File: src/rtl/eth_rx_pkg.sv
// Shared definitions for the Ethernet receive frame packer.
// Contents:
//   ETH_PREAMBLE / ETH_SFD  - preamble and start-of-frame delimiter bytes
//   CRC32_RESIDUE           - good-frame CRC residue (normal bit order)
//   eth_rx_state_t          - receive FSM states
//   eth_rx_entry_t          - output FIFO entry {data, sop, eop, err, length}
//   crc32_byte()            - reflected CRC-32 update by one byte
package eth_rx_pkg;

    localparam logic [7:0]  ETH_PREAMBLE  = 8'h55;
    localparam logic [7:0]  ETH_SFD       = 8'hD5;
    localparam logic [31:0] CRC32_RESIDUE = 32'hC704DD7B;

    typedef enum logic [1:0] {
        ST_IDLE,
        ST_PREAMBLE,
        ST_DATA,
        ST_DISCARD
    } eth_rx_state_t;

    typedef struct packed {
        logic [63:0] data;
        logic        sop;
        logic        eop;
        logic        err;
        logic [15:0] length;
    } eth_rx_entry_t;

    // LSB-first CRC-32 (poly 0x04C11DB7 reflected = 0xEDB88320)
    function automatic logic [31:0] crc32_byte(input logic [31:0] crc, input logic [7:0] b);
        logic [31:0] c;
        c = crc ^ {24'h0, b};
        for (int unsigned i = 0; i < 8; i++) begin
            c = c[0] ? ((c >> 1) ^ 32'hEDB88320) : (c >> 1);
        end
        return c;
    endfunction

endpackage

File: src/rtl/eth_rx_word_fifo.sv
// Synchronous first-word-fall-through FIFO of eth_rx_entry_t words.
// Ports:
//   clk, rst  - clock, synchronous active-high reset (flushes contents)
//   i_push    - write i_wdata (ignored when full)
//   i_wdata   - entry to write
//   i_pop     - consume head entry (ignored when empty)
//   o_rdata   - head entry, valid while !o_empty
//   o_empty   - no entries stored
//   o_free    - number of free entries
module eth_rx_word_fifo
    import eth_rx_pkg::*;
#(
    parameter int unsigned DEPTH = 16
) (
    input  logic                       clk,
    input  logic                       rst,
    input  logic                       i_push,
    input  eth_rx_entry_t              i_wdata,
    input  logic                       i_pop,
    output eth_rx_entry_t              o_rdata,
    output logic                       o_empty,
    output logic [$clog2(DEPTH):0]     o_free
);

    localparam int unsigned AW = $clog2(DEPTH);
    localparam logic [AW:0] DEPTH_W = (AW+1)'(DEPTH);

    eth_rx_entry_t  r_mem [DEPTH];
    logic [AW-1:0]  r_wr_ptr;
    logic [AW-1:0]  r_rd_ptr;
    logic [AW:0]    r_count;
    logic           w_do_push;
    logic           w_do_pop;

    assign o_empty   = (r_count == '0);
    assign o_free    = DEPTH_W - r_count;
    assign o_rdata   = r_mem[r_rd_ptr];
    assign w_do_push = i_push && (r_count != DEPTH_W);
    assign w_do_pop  = i_pop && !o_empty;

    always_ff @(posedge clk) begin
        if (rst) begin
            r_wr_ptr <= '0;
            r_rd_ptr <= '0;
            r_count  <= '0;
        end else begin
            if (w_do_push) r_wr_ptr <= r_wr_ptr + AW'(1);
            if (w_do_pop)  r_rd_ptr <= r_rd_ptr + AW'(1);
            r_count <= r_count + {{AW{1'b0}}, w_do_push} - {{AW{1'b0}}, w_do_pop};
        end
    end

    always_ff @(posedge clk) begin
        if (w_do_push) r_mem[r_wr_ptr] <= i_wdata;
    end

endmodule

File: src/rtl/eth_rx_frame_packer.sv
// Ethernet receive frame packer: strips preamble/SFD from the PHY byte
// stream, packs frame bytes big-endian into 64-bit words and queues them
// on a valid/ready packet stream. Optional FCS check: ETH_RX_FCS_CHECK_EN.
// Ports:
//   clk, rst                  - clock, synchronous active-high reset
//   rx_data, rx_dv, rx_er     - PHY byte, carrier/valid, byte error
//   pkt_data_out              - word, first byte in [63:56], unused bytes 0
//   pkt_valid_out / pkt_ready_out - output handshake
//   pkt_sop, pkt_eop          - first / last word of frame
//   pkt_length                - frame bytes through this word
//   pkt_err                   - frame bad (eop beat only)
//   rx_frames, rx_runts, rx_oversize, rx_overflows, rx_errors - counters
//   rx_fcs_errors             - FCS failures (ETH_RX_FCS_CHECK_EN only)
module eth_rx_frame_packer
    import eth_rx_pkg::*;
#(
    parameter int unsigned DATA_WIDTH = 64,
    parameter int unsigned FIFO_DEPTH = 16,
    parameter int unsigned MAX_FRAME  = 1522,
    parameter int unsigned MIN_FRAME  = 64
) (
    input  logic                  clk,
    input  logic                  rst,
    input  logic [7:0]            rx_data,
    input  logic                  rx_dv,
    input  logic                  rx_er,
    output logic [DATA_WIDTH-1:0] pkt_data_out,
    output logic                  pkt_valid_out,
    input  logic                  pkt_ready_out,
    output logic                  pkt_sop,
    output logic                  pkt_eop,
    output logic [15:0]           pkt_length,
    output logic                  pkt_err,
    output logic [31:0]           rx_frames,
    output logic [31:0]           rx_runts,
    output logic [31:0]           rx_oversize,
    output logic [31:0]           rx_overflows,
`ifdef ETH_RX_FCS_CHECK_EN
    output logic [31:0]           rx_errors,
    output logic [31:0]           rx_fcs_errors
`else
    output logic [31:0]           rx_errors
`endif
);

    localparam int unsigned FAW      = $clog2(FIFO_DEPTH);
    localparam logic [15:0] MAX_W    = 16'(MAX_FRAME);
    localparam logic [15:0] MIN_W    = 16'(MIN_FRAME);
    localparam logic [FAW:0] FREE_MIN = (FAW+1)'(2);

    eth_rx_state_t  r_state;
    logic           r_dv_prev;
    logic [15:0]    r_count;
    logic [63:0]    r_stage;
    logic           r_err;
    logic           r_sop_done;
    logic           r_push;
    eth_rx_entry_t  r_entry;
    logic [31:0]    r_rx_frames, r_rx_runts, r_rx_oversize, r_rx_overflows, r_rx_errors;

    eth_rx_entry_t  w_head;
    logic           w_empty;
    logic [FAW:0]   w_free;
    logic [FAW:0]   w_free_eff;
    logic           w_room;
    logic           w_held;
    logic           w_is_eop;
    logic           w_is_over;
    logic           w_end;
    logic           w_runt;
    logic           w_fcs_bad;
    logic           w_end_err;
    logic [63:0]    w_ins;

    eth_rx_word_fifo #(.DEPTH(FIFO_DEPTH)) u_fifo (
        .clk     (clk),
        .rst     (rst),
        .i_push  (r_push),
        .i_wdata (r_entry),
        .i_pop   (pkt_ready_out),
        .o_rdata (w_head),
        .o_empty (w_empty),
        .o_free  (w_free)
    );

    // Pushes are registered, so a pending push still occupies a slot.
    // At least two free slots keeps one in reserve for an overflow terminator.
    assign w_free_eff = w_free - {{FAW{1'b0}}, r_push};
    assign w_room     = (w_free_eff >= FREE_MIN);

    assign w_held    = (r_count != '0) && (r_count[2:0] == 3'd0);
    assign w_is_eop  = !rx_dv;
    assign w_is_over = rx_dv && (r_count == MAX_W);
    assign w_end     = w_is_eop || w_is_over;
    assign w_runt    = (r_count < MIN_W);
    assign w_end_err = r_err | w_is_over | (w_is_eop & (w_runt | w_fcs_bad));
    assign w_ins     = {rx_data, 56'h0} >> {r_count[2:0], 3'b000};

`ifdef ETH_RX_FCS_CHECK_EN
    logic [31:0] r_crc;
    logic [31:0] r_rx_fcs_errors;
    logic [31:0] w_crc_rev;
    // Register runs LSB-first; the residue constant is in normal bit order.
    assign w_crc_rev     = {<<{r_crc}};
    assign w_fcs_bad     = (w_crc_rev != CRC32_RESIDUE);
    assign rx_fcs_errors = r_rx_fcs_errors;
`else
    assign w_fcs_bad = 1'b0;
`endif

    always_ff @(posedge clk) begin
        if (rst) begin
            r_state        <= ST_IDLE;
            // Treat carrier as still up so a frame cut by reset is ignored.
            r_dv_prev      <= 1'b1;
            r_count        <= '0;
            r_stage        <= '0;
            r_err          <= 1'b0;
            r_sop_done     <= 1'b0;
            r_push         <= 1'b0;
            r_entry        <= '0;
            r_rx_frames    <= '0;
            r_rx_runts     <= '0;
            r_rx_oversize  <= '0;
            r_rx_overflows <= '0;
            r_rx_errors    <= '0;
`ifdef ETH_RX_FCS_CHECK_EN
            r_crc           <= '1;
            r_rx_fcs_errors <= '0;
`endif
        end else begin
            r_dv_prev <= rx_dv;
            r_push    <= 1'b0;
            case (r_state)
                ST_IDLE: begin
                    if (rx_dv) begin
                        r_state <= (!r_dv_prev && rx_data == ETH_PREAMBLE) ? ST_PREAMBLE : ST_DISCARD;
                    end
                end
                ST_PREAMBLE: begin
                    if (!rx_dv) begin
                        r_state <= ST_IDLE;
                    end else if (rx_er) begin
                        r_state <= ST_DISCARD;
                    end else if (rx_data == ETH_SFD) begin
                        r_state    <= ST_DATA;
                        r_count    <= '0;
                        r_stage    <= '0;
                        r_err      <= 1'b0;
                        r_sop_done <= 1'b0;
`ifdef ETH_RX_FCS_CHECK_EN
                        r_crc      <= '1;
`endif
                    end else if (rx_data != ETH_PREAMBLE) begin
                        r_state <= ST_DISCARD;
                    end
                end
                ST_DATA: begin
                    if (w_is_eop && r_count == '0) begin
                        r_state    <= ST_IDLE;
                        r_rx_runts <= r_rx_runts + 32'd1;
                    end else if (w_end || w_held) begin
                        // The staged word leaves now: completed word, frame end or oversize cut.
                        if (w_room) begin
                            r_push     <= 1'b1;
                            r_entry    <= '{data: r_stage, sop: !r_sop_done, eop: w_end,
                                            err: w_end & w_end_err, length: r_count};
                            r_sop_done <= 1'b1;
                            if (w_end) begin
                                r_rx_frames <= r_rx_frames + 32'd1;
                                if (r_err)                r_rx_errors   <= r_rx_errors + 32'd1;
                                if (w_is_eop && w_runt)   r_rx_runts    <= r_rx_runts + 32'd1;
                                if (w_is_over)            r_rx_oversize <= r_rx_oversize + 32'd1;
`ifdef ETH_RX_FCS_CHECK_EN
                                if (w_is_eop && w_fcs_bad) r_rx_fcs_errors <= r_rx_fcs_errors + 32'd1;
`endif
                            end
                        end else begin
                            r_rx_overflows <= r_rx_overflows + 32'd1;
                            if (r_sop_done) begin
                                r_push      <= 1'b1;
                                r_entry     <= '{data: '0, sop: 1'b0, eop: 1'b1, err: 1'b1, length: r_count};
                                r_rx_frames <= r_rx_frames + 32'd1;
                                if (r_err) r_rx_errors <= r_rx_errors + 32'd1;
                            end
                        end
                        if (w_is_eop) begin
                            r_state <= ST_IDLE;
                        end else if (w_end || !w_room) begin
                            r_state <= ST_DISCARD;
                        end else begin
                            r_stage <= w_ins;
                            r_count <= r_count + 16'd1;
                            r_err   <= r_err | rx_er;
`ifdef ETH_RX_FCS_CHECK_EN
                            r_crc   <= crc32_byte(r_crc, rx_data);
`endif
                        end
                    end else begin
                        r_stage <= r_stage | w_ins;
                        r_count <= r_count + 16'd1;
                        r_err   <= r_err | rx_er;
`ifdef ETH_RX_FCS_CHECK_EN
                        r_crc   <= crc32_byte(r_crc, rx_data);
`endif
                    end
                end
                ST_DISCARD: begin
                    if (!rx_dv) r_state <= ST_IDLE;
                end
                default: r_state <= ST_IDLE;
            endcase
        end
    end

    assign pkt_valid_out = !w_empty;
    assign pkt_data_out  = w_empty ? '0 : w_head.data;
    assign pkt_sop       = !w_empty && w_head.sop;
    assign pkt_eop       = !w_empty && w_head.eop;
    assign pkt_err       = !w_empty && w_head.err;
    assign pkt_length    = w_empty ? '0 : w_head.length;

    assign rx_frames    = r_rx_frames;
    assign rx_runts     = r_rx_runts;
    assign rx_oversize  = r_rx_oversize;
    assign rx_overflows = r_rx_overflows;
    assign rx_errors    = r_rx_errors;

endmodule
File: config.mk
export PLATFORM = sky130hd
export DESIGN_NAME = eth_rx_frame_packer
export DESIGN_NICKNAME = d
export VERILOG_FILES = /design/src/rtl/eth_rx_pkg.sv /design/src/rtl/eth_rx_word_fifo.sv /design/src/rtl/eth_rx_frame_packer.sv
export SDC_FILE = /design/constraint.sdc
export NUM_CORES = 2
export LEC_CHECK = 0
export ABC_AREA = 1
export BUFFER_PORTS_ARGS = -buffer_cell sky130_fd_sc_hd__buf_4
export CORE_UTILIZATION = 50
export DETAILED_ROUTE_END_ITERATION = 12
export GPL_ROUTABILITY_DRIVEN = 0
export GPL_TIMING_DRIVEN = 0
export PLACE_DENSITY = 0.65
export SLEW_MARGIN = 20
export SYNTH_ARGS = -nofsm -noshare
export SYNTH_HDL_FRONTEND = slang
export SYNTH_SLANG_ARGS = --single-unit
File: constraint.sdc
create_clock -name clk -period 9.29 [get_ports clk]
set_clock_uncertainty 0.05 [all_clocks]
set_input_delay 0 -clock clk [delete_from_list [all_inputs] [get_ports clk]]
set_output_delay 0 -clock clk [all_outputs]
set_load 0.005 [all_outputs]
==> results.toml <==
[power_and_ir_drop]
total_power_w = 0.0194
ir_drop_mv = 0.193
power_frac_clock = 0.345
p_sw_frac = 0.325
p_comb_frac = 0.229
p_per_area_nw_per_um2 = 240
power.share.sequential = 0.425
p_int_w = 0.0131
p_leak_nw = 28.1
p_sw_w = 0.00631

[worst_setup_path]
path_buf_inv = 4
path_cells = "clkbuf_1 > clkbuf_1 > clkbuf_1 > o211ai_1 > a21oi_1 > buf_4"
cp_slowest_cell = "clkbuf_1"
startpoint_type = "register"
path_class = "reg2out"
cp_top_family = "buffers and inverters"
crit_end = "pkt_data_out[52]"
cp.arrival_ns = 4.98
cp.depth = 6
required_ns = 9.24
critPathMostFrequentCell = "clkbuf_1"
r2r-start = "r_count[1]"
end_kind = "output port"
timing.reg2reg.setup_slack_ns = 5.23
crit_fanout = 10
regToRegEndpoint = "r_err"
rr_worst_depth = 16
critPathMaxStageDelay_ns = 0.90

[yosys]
dominantRegCellSynth = "edfxtp_1"
synthArstFlopShare = 0
yosysWarnings = 0
synthCells = 6241
synth_area_um2 = 69200
syn_avg_cell_area_um2 = 11.1
synth-edff-count = 1328
ys_seq_elements = 1674
seq_area_frac_synth = 0.676
syn-num-nets = 6279
synth_cell_types = 48

[cts]
clkTransAtPathRegs_ns = 0.06
cts_max_level = 4
post-cts-setup-buffer-count = 0
numCtsBuffers = 170
cts-root-buf = "clkbuf_16"
cts_hold_buf = 15
clock_latency_ns = 0.84
cts_tree = "done"
cts_sinks = 1674
clockBufferDepth = 3
cts_resized = 0

[placement]
pre_cts_ws_ns = 5.34
hpwl_um = 161000
portBuffers = 253
placed_cell_area_um2 = 75400

[detailed_routing]
drc = 0
postRouteAntennaNets = 0
vias = 53800
drt_wl_total_um = 233000
drt_iter0_markers = 7396
vias_per_cell = 6.19
firstDrtPassIters = 6
routedWlPerCell_um = 26.8

[job]
maxCapViolations = 0

[global_route]
gr-total-overflow = 0
antenna_found_initial = 11
grt_usage = 0.324
grt_pass1_vias = 50500
grt_pass1_wl_um = 333000
grt_max_degree = 22

[timing]
timing.fmax_mhz = 199
maxSlewHeadroom = 0.131
fin_crit_sh = 0.542
layout_min_cycle_time_ns = 5.03
fin_ws_ns = 4.26
maxSlewViolCount = 0
holdWs_ns = 0.113
setup_viol = 0
tightestPinTransition_ns = 1.30
rsz0062_at_grt = "no"
finalHoldViolCount = 0

[run_status]
outcome = "complete, no violations"

[cells_and_area]
post-route-util = 0.589
register_area_um2 = 46800
final_common_cell = "edfxtp_1"
drive_above_1_share = 0.106
area_delta_synth_final_pct = 16.9
final_cell_mix = "edfxtp_1, nor2_1, nand2_1"
fillerInstances = 11300
finalInstanceArea_um2 = 80900
nNetsFinal = 6796
multiInputGateArea_um2 = 20100

[floorplan]
ios = 257
fp.dieW_um = 374
rows = 136
core_um2 = 137000
initial_core_util = 0.504
dieArea_um2 = 140000
die_h_um = 374

[worst_hold_path]
hp-class = "in2reg"
==> worst register-to-register path, delay by kind of cell (launching register included) <==
kind | cells | cell delay, ns
DFF | 1 | 0.34
and+or+nand+nor | 9 | 1.21
buffers and inverters | 5 | 1.97
adders and majority gates | 1 | 0.33
AOI/OAI and AO/OA | 1 | 0.11
==> power groups by stage <==
stage	combinational (W)	sequential, W	clock [W]
after floorplan	0.00222	0.00834	0
after global placement	0.00427	0.00840	0
after detailed placement	0.00433	0.00839	0
after CTS	0.00436	0.00824	0.00673
after global routing	0.00468	0.00824	0.00701
final	0.00445	0.00824	0.00669
==> per-layer routing <==
layer,wire length (um),GRT usage,up-vias
li1,-,-,23700
met1,87300,0.425,26100
met2,108000,0.522,3369
met3,26300,0.0633,554
met4,11000,0.148,7
met5,70,0,-
==> metrics by stage <==
step	std cells	setup TNS [ns]
final	8692	0
after global routing	8692	0
after CTS	8691	0
after detailed placement	8365	0
after global placement	8288	-204.51
after floorplan	6241	0
==> registers in the layout, summed over array words and instances, names as in the netlist, named ones only <==
name / flops
u_fifo.r_wr_ptr: 4
rx_oversize: 32
r_entry: 83
rx_overflows: 32
u_fifo.r_count: 5
u_fifo.r_rd_ptr: 4
r_state: 2
r_stage: 64
rx_runts: 32
r_err: 1
rx_errors: 32
rx_frames: 32
r_sop_done: 1
r_push: 1
u_fifo.r_mem: 1328
r_count: 16
r_dv_prev: 1
==> worst min-delay path by stage <==
stage | start | to | slack (ns) | depth (start not counted)
global placement | rx_er | r_err | 0.24 | 3
detailed placement | rx_er | r_err | 0.24 | 3
global route | rx_data[5] | r_stage[21] | 0.13 | 6
finish | rx_data[5] | r_stage[21] | 0.11 | 6
floorplan | rx_er | r_err | 0.09 | 2
CTS | rx_data[5] | r_stage[21] | 0.05 | 6
==> kinds of logic (layout without fill, tap and decap cells) <==
family	after synthesis	count (layout)	synth area share
buffers and inverters	597	1253	0.0361
AO/OA/AOI/OAI	1572	1572	0.133
flip-flops	1674	1674	0.676
adder cells (fa/ha/maj)	25	25	0.00463
other	0	1	0
XOR/XNOR	121	121	0.0153
AND/OR/NAND/NOR	2252	2252	0.135
==> final cells by class <==
type / count / area share
antenna: 1 / 0.0000309
buffer: 427 / 0.0232
clock buffer: 239 / 0.0584
clock inverter: 72 / 0.00830
inverter: 170 / 0.00796
multi-input combinational: 3970 / 0.248
sequential: 1674 / 0.578
tap: 1794 / 0.0277
timing repair buffer: 345 / 0.0483
==> Yosys cell counts (3+ instances only) <==
cell	count	area, um^2
buf_4	11	82.6
nor2_2	7	43.8
edfxtp_1	1328	39900
o41ai_1	12	105
nor3_1	85	425
nand4_1	51	319
nand2_1	795	2980
buf_6	17	191
nor2_4	3	33.8
clkbuf_1	314	1180
inv_2	10	37.5
ha_1	24	300
nor2_1	917	3440
o22ai_1	83	519
dfxtp_1	346	6930
o21ai_0	746	3730
inv_1	155	582
nor3b_1	9	67.6
xor2_1	85	744
nand2_4	4	45.0
buf_2	65	325
o21ai_1	53	265
nand3b_1	10	75.1
buf_1	20	75.1
nand3_2	4	40.0
nand2_2	5	31.3
nand3_1	354	1770
xnor2_1	36	315
o221ai_1	249	2180
o31ai_1	6	45.0
a31oi_1	4	25.0
a21oi_1	330	1650
o211ai_1	84	631
No activity file was read; power rests on OpenSTA's default activity.
